$ cat src/rtl/reg_wb_arbiter.sv
// reg_wb_arbiter: drives the register-file write port from in-order WB (port A) and a FIFO of
// multi-cycle results (port B) that drain into idle WB slots.
module reg_wb_arbiter #(
    parameter int XLEN         = 32,
    parameter int DEPTH        = 4,
    parameter int STARVE_LIMIT = 8
) (
    input  logic                     clk,
    input  logic                     reset,
    input  logic                     wb_we,
    input  logic [4:0]               wb_rd,
    input  logic [XLEN-1:0]          wb_data,
    input  logic                     mu_valid,
    output logic                     mu_ready,
    input  logic [4:0]               mu_rd,
    input  logic [XLEN-1:0]          mu_data,
    output logic                     rf_we,
    output logic [4:0]               rf_rd,
    output logic [XLEN-1:0]          rf_wdata,
    output logic                     stall_req,
    output logic [31:0]              pending_mask,
    output logic [$clog2(DEPTH):0]   fifo_count
);
    localparam int              AW    = $clog2(DEPTH);
    localparam logic [7:0]      LIMIT = 8'(STARVE_LIMIT);
    localparam logic [AW:0]     FULL  = (AW+1)'(DEPTH);

    logic [4:0]      mem_rd   [DEPTH];
    logic [XLEN-1:0] mem_data [DEPTH];
    logic [DEPTH-1:0] valid;
    logic [AW-1:0]   rd_ptr, wr_ptr;
    logic [7:0]      starve_cnt, starve_next;
    logic [AW:0]     count_next;
    logic            a_busy, empty, push, pop;

    assign a_busy      = wb_we && wb_rd != 5'd0;
    assign empty       = fifo_count == '0;
    assign mu_ready    = fifo_count != FULL;
    assign push        = mu_valid && mu_ready && mu_rd != 5'd0;
    assign pop         = !a_busy && !empty;
    assign count_next  = fifo_count + (AW+1)'(push) - (AW+1)'(pop);
    assign starve_next = (pop || empty) ? '0 : (starve_cnt >= LIMIT) ? LIMIT : starve_cnt + 8'd1;

    // Port A always wins; the FIFO head only fills otherwise idle slots.
    assign rf_we    = !reset && (a_busy || !empty);
    assign rf_rd    = reset ? '0 : a_busy ? wb_rd : empty ? '0 : mem_rd[rd_ptr];
    assign rf_wdata = reset ? '0 : a_busy ? wb_data : empty ? '0 : mem_data[rd_ptr];

    always_ff @(posedge clk or posedge reset) begin
        if (reset) begin
            rd_ptr     <= '0;
            wr_ptr     <= '0;
            valid      <= '0;
            fifo_count <= '0;
            starve_cnt <= '0;
            stall_req  <= 1'b0;
        end else begin
            rd_ptr     <= rd_ptr + AW'(pop);
            wr_ptr     <= wr_ptr + AW'(push);
            if (push) valid[wr_ptr] <= 1'b1;
            if (pop) valid[rd_ptr] <= 1'b0;
            fifo_count <= count_next;
            starve_cnt <= starve_next;
            stall_req  <= starve_next >= LIMIT || count_next == FULL;
        end
    end

    always_ff @(posedge clk) begin
        if (push) begin
            mem_rd[wr_ptr]   <= mu_rd;
            mem_data[wr_ptr] <= mu_data;
        end
    end

    always_comb begin
        pending_mask = '0;
        for (int i = 0; i < DEPTH; i++)
            if (valid[i]) pending_mask[mem_rd[i]] = 1'b1;
        pending_mask[0] = 1'b0;
    end
endmodule

$ cat config.mk
export PLATFORM = sky130hd
export DESIGN_NAME = reg_wb_arbiter
export DESIGN_NICKNAME = d
export VERILOG_FILES = /design/src/rtl/reg_wb_arbiter.sv
export SDC_FILE = /design/constraint.sdc
export NUM_CORES = 1
export LEC_CHECK = 0
export ABC_AREA = 1
export CAP_MARGIN = 10
export CORE_ASPECT_RATIO = 1.4
export CORE_MARGIN = 10
export CORE_UTILIZATION = 50
export CTS_BUF_LIST = sky130_fd_sc_hd__clkbuf_8 sky130_fd_sc_hd__clkbuf_16
export DETAILED_ROUTE_END_ITERATION = 7
export PLACE_DENSITY = 0.89
export SYNTH_ARGS = -nofsm -noshare
export SYNTH_HDL_FRONTEND = slang
export SYNTH_SLANG_ARGS = --single-unit
$ cat constraint.sdc
create_clock -name clk -period 3 [get_ports clk]
set_input_delay 0.6 -clock clk [delete_from_list [all_inputs] [get_ports clk]]
set_output_delay 0.6 -clock clk [all_outputs]
set_load 0.01 [all_outputs]
# --- Word level (Yosys, flattened, before mapping) ---
# Memories as Yosys holds them, arrays and structs flattened.
# Cells that the tools add are included.
totals:
  inputBits: 78
  rom_bits: 0
  mem_bits_rw: 148
  n_memories: 2
  ff_bits: 20
  latch_bits: 0
memory_table:
  columns: ["name", "words", "word_bits", "read_ports", "rd_ports_with_merged_regs", "write_ports", "line_no", "rtl"]
  rows:
  - ["mem_data", 4, 32, 1, 0, 1, "29", "logic [XLEN-1:0] mem_data [DEPTH];"]
  - ["mem_rd", 4, 5, 5, 0, 1, "28", "logic [4:0] mem_rd [DEPTH];"]
classes:
  reduce_logical: 20
  mux: 28
  addsub: 5
  eq_ne: 2
  shifts: 0
  div_mod_pow: 0
  n_bitwise: 6
  n_mul: 0
  order_cmp: 14
op_table:
  columns: ["op", "count"]
  rows:
  - ["$mux W32", 7]
  - ["$or A32 B32 Y32", 3]
  - ["$lt A5 B6 Y1 const B", 4]
  - ["$demux W1 S5", 4]
  - ["$ge A5 B1 Y1 const B", 4]
  - ["$ge A8 B4 Y1 const B", 2]
  - ["$mux W8", 2]
  - ["$mux W5", 3]
  - ["$logic_and A1 B1 Y1", 11]
  - ["$reduce_bool A5 Y1", 2]
  - ["$add A8 B1 Y8 const B", 1]
  - ["$mux W1", 8]
  - ["$mux W4", 2]
  - ["$lt A2 B3 Y1 const B", 2]
  - ["$add A2 B1 Y2", 2]
  - ["$and A4 B4 Y4", 1]
  - ["$demux W1 S2", 2]
  - ["$ge A2 B1 Y1 const B", 2]
  - ["$not A4 Y4", 1]
  - ["$or A4 B4 Y4", 1]
  - ["$add A3 B1 Y3", 1]
  - ["$eq A3 B3 Y1 const B", 1]
  - ["$logic_not A1 Y1", 3]
  - ["$logic_not A3 Y1", 1]
  - ["other kinds (3)", 5]

# --- Logic depth before layout (Yosys ltp) ---
# An unclocked memory read counts as a cell.
depth:
  depth_word: 12
  mapped_depth: 11
  ltp_nobuf: 11

# --- Worst setup path after synthesis ---
# Ideal clock, no wire load.
synth_path:
  path_kind: "input-to-reg"
  startpoint: "input mu_valid"
  endpoint: "memory mem_data[0][0] (enable)"
  arrival_ns: 1.758
  slack_ns: 0.851
  path_stages: 3
  setup_time_ns: 0.392
  t_required_ns: 2.608
  path_buffers: 0
  path_cell_list: "a21boi_1 nand3_1 inv_1"
synth_between:
  elab_chain_len: 4
synth_lines:
  columns: ["element", "line_no", "rtl"]
  rows:
  - ["start, declared", "13", "input logic mu_valid,"]
  - ["$logic_and A1 B1 Y1 (2 in a row)", "39", "assign push = mu_valid && mu_ready && mu_rd != 5'd0;"]
  - ["$mux W1", "69", "if (push) begin"]
  - ["$mux W1 (not written as such)", "71", "mem_data[wr_ptr] <= mu_data;"]
  - ["end, declared", "29", null]
# Every way passes these cells.

==> flow_summary.toml <==
[clock_network]
cts_buffer_depth = 2
cts_hold_buf = 0
clkSinkCount = 168
cts_htree_levels = 4
path_clk_slew_ns = 0.06
clock_latency_ns = 0.42
post_cts_buffers = 0
cts_root_buffer = "clkbuf_16"
cts_tree = "built"
cts_made_buffers = 17

[yosys]
avgSynthCellArea_um2 = 8.908
synth_seq_cells = 168
synth_top_area_share_pct = 52.19
synthDistinctLibCells = 31
yosysMostFrequentCell = "nand2_1"
ys_seq_area_share_pct = 58.07
synth-main-ff-cell = "edfxtp_1"
synth_area_leader_cell = "edfxtp_1"
yosysWarnings = 0
syn_area_um2 = 8516
ys_top_cells_by_count = "nand2_1 (325), edfxtp_1 (148), nand3_1 (130)"
synthArstFlopShare_pct = 11.90
synthCells = 956
synth_edf_count = 148
netlist_top_cells_area = "edfxtp_1 (52%), nand2_1 (14%), nand3_1 (7.6%), dfrtp_1 (5.9%), inv_1 (4.9%)"

[layout]
register_area_um2 = 4947
drive_gt1_share_pct = 7.883
fillers = 1249
multiInputGateArea_um2 = 2907
num-nets-final = 1199
fin_util_pct = 65.08
final_cells = 1332
syn_to_final_growth_pct = 27.98
antenna-diode-count = 0

[floorplanning]
fp-row-count = 56
die_h_um = 174.4
dieArea_um2 = 22730
die_w_um = 130.3
ioPinCount = 153
start_util_pct = 50.85
core-area_um2 = 16750

[detailed_routing]
num_vias = 7345
drt_drc_violations_left = 0
drt_iter0_drc = 678
ant_nets = 0
vias_per_cell = 5.514
wl_um = 23560
drtPass1Iterations = 5
wl_per_cell_um = 17.69

[grt]
grt_max_degree = 41
overflow = 0
grt_usage_pct = 20.52
grt_pass1_wl_um = 36790
antenna_found_initial = 0
grt_pass1_vias = 7351

[worst_setup_path]
worst_path_largest_cell_delay_ns = 0.54
arrival_ns = 2.29
worstPathCellList = "inv_1 > nand3_1 > or2_2 > nand2_1 > clkdlybuf4s50_1"
path_max_fanout = 8
path_class = "reg2out"
path_delay_family = "simple AND/OR/NAND/NOR gates"
startpoint_type = "flip-flop"
crit_buf_inv = 2
worstPathRequired_ns = 2.40
end_kind = "output port"
cp_slowest_cell = "clkdlybuf4s50_1"
rrSetupSlack_ns = 0.59

[pwr]
leakagePower_nw = 4.908
peakVddDrop_mv = 0.5103
power_density_nw_per_um2 = 817.3

[job]
maxCapViolCount = 0

[timing]
hold_viol = 0
rsz0062_at_grt = "false"
setup_viol = 0
timing.fmax_mhz = 345.6
finClkSkew_ns = 0.009477
post-route-period-util_pct = 96.44
fin_crit_ns = 2.893
holdWs_ns = 0.5217
slew-limit-headroom_pct = 43.97
slew_violations = 0
worst_slew_pin_slew_ns = 0.8405

[worst_hold_path]
hold_class = "reg2reg"

[placement]
dp_cells = 1300
port_buffers = 151
dpl.hpwl_um = 16000
globalplace.congestion = 0.9712

[run_status]
status = "completed"
power breakdown:
group | switching (mW) | leakage [nW] | internal (mW) | total, mW
Sequential | 0.226 | 1.59 | 3.08 | 3.31
Clock | 0.917 | 0.270 | 1.16 | 2.08
Combinational | 2.26 | 3.04 | 1.26 | 3.52
logic make-up after synthesis:
family	count (synthesis)	synth area share, %
AOI/OAI and AO/OA	94	6.568
DFF	168	58.07
xor gates and xnor gates	4	0.4115
buffers and inverters	158	8.037
and+or+nand+nor	526	26.05
adders and majority gates	5	0.8228
other	1	0.04404
state kept, by name (all words and copies together) (netlist names):
signal and cells:
mem_data 128, mem_rd 20, starve_cnt 8, valid 4, fifo_count 3, rd_ptr 2, wr_ptr 2, stall_req 1
final cells by class:
type | instances | share of cell area [%]
tap | 203 | 2.331
clock buffer | 17 | 3.904
clock inverter | 15 | 1.320
timing repair buffer | 179 | 16.38
sequential | 168 | 45.40
inverter | 116 | 3.995
multi-input combinational | 634 | 26.67
metrics by stage:
step / power [mW] / worst slack (ns) / area, um2 / TNS, ns
floorplan: 5.556 / 0.8509 / 8531 / 0
global placement: 6.767 / -0.02865 / 10330 / -0.1723
detailed placement: 6.897 / -0.08157 / 10330 / -1.414
CTS: 8.934 / 0.0001747 / 10870 / 0
global route: 9.443 / 0.01214 / 10900 / 0
finish: 8.907 / 0.1067 / 10900 / 0
metal layers:
metal	GRT usage [%]	vias to the layer above	routed length [um]
met2	35.58	358	12450
met5	0	-	0
met4	12.17	0	892
met1	22.25	3423	8376
li1	-	3494	-
met3	4.263	70	1840
layout by cell type (no fill, tap or decap), drive strengths merged, types with 23 or more instances in the layout:
| master | instances |
|---|---|
| nor2 | 39 |
| nand2 | 327 |
| o22ai | 39 |
| a21oi | 41 |
| buf | 29 |
| clkdlybuf4s50 | 112 |
| nand3 | 130 |
| dlygate4sd2 | 28 |
| inv | 117 |
| edfxtp | 148 |
| or2 | 23 |
timing repair:
item                       CTS  global route
resized for setup           30            10
setup endpoints to repair   38            10
pin swaps                    0             0
final timing paths:
check	cells after the start	from	to
max	5	mem_rd[2][1]$_DFFE_PP_	pending_mask[25]
min	1	starve_cnt[0]$_DFF_PP0_	starve_cnt[0]$_DFF_PP0_
max reg2reg	10	fifo_count[1]$_DFF_PP0_	stall_req$_DFF_PP0_
min reg2reg	1	starve_cnt[0]$_DFF_PP0_	starve_cnt[0]$_DFF_PP0_
max in group asynchronous	2	reset	rd_ptr[0]$_DFF_PP0_
min in group asynchronous	2	reset	valid[3]$_DFF_PP0_
worst register-to-register path, stage by stage, from the launching register on:
cell     delay, ns
dfrtp_1       0.42
nor2_1        0.18
nand2_2       0.27
buf_12        0.27
nand3_1       0.15
nand2_1       0.08
ha_1          0.20
fa_1          0.39
xnor2_1       0.20
nand2_1       0.10
o21ai_0       0.08
(Power assumes the default switching activity.)
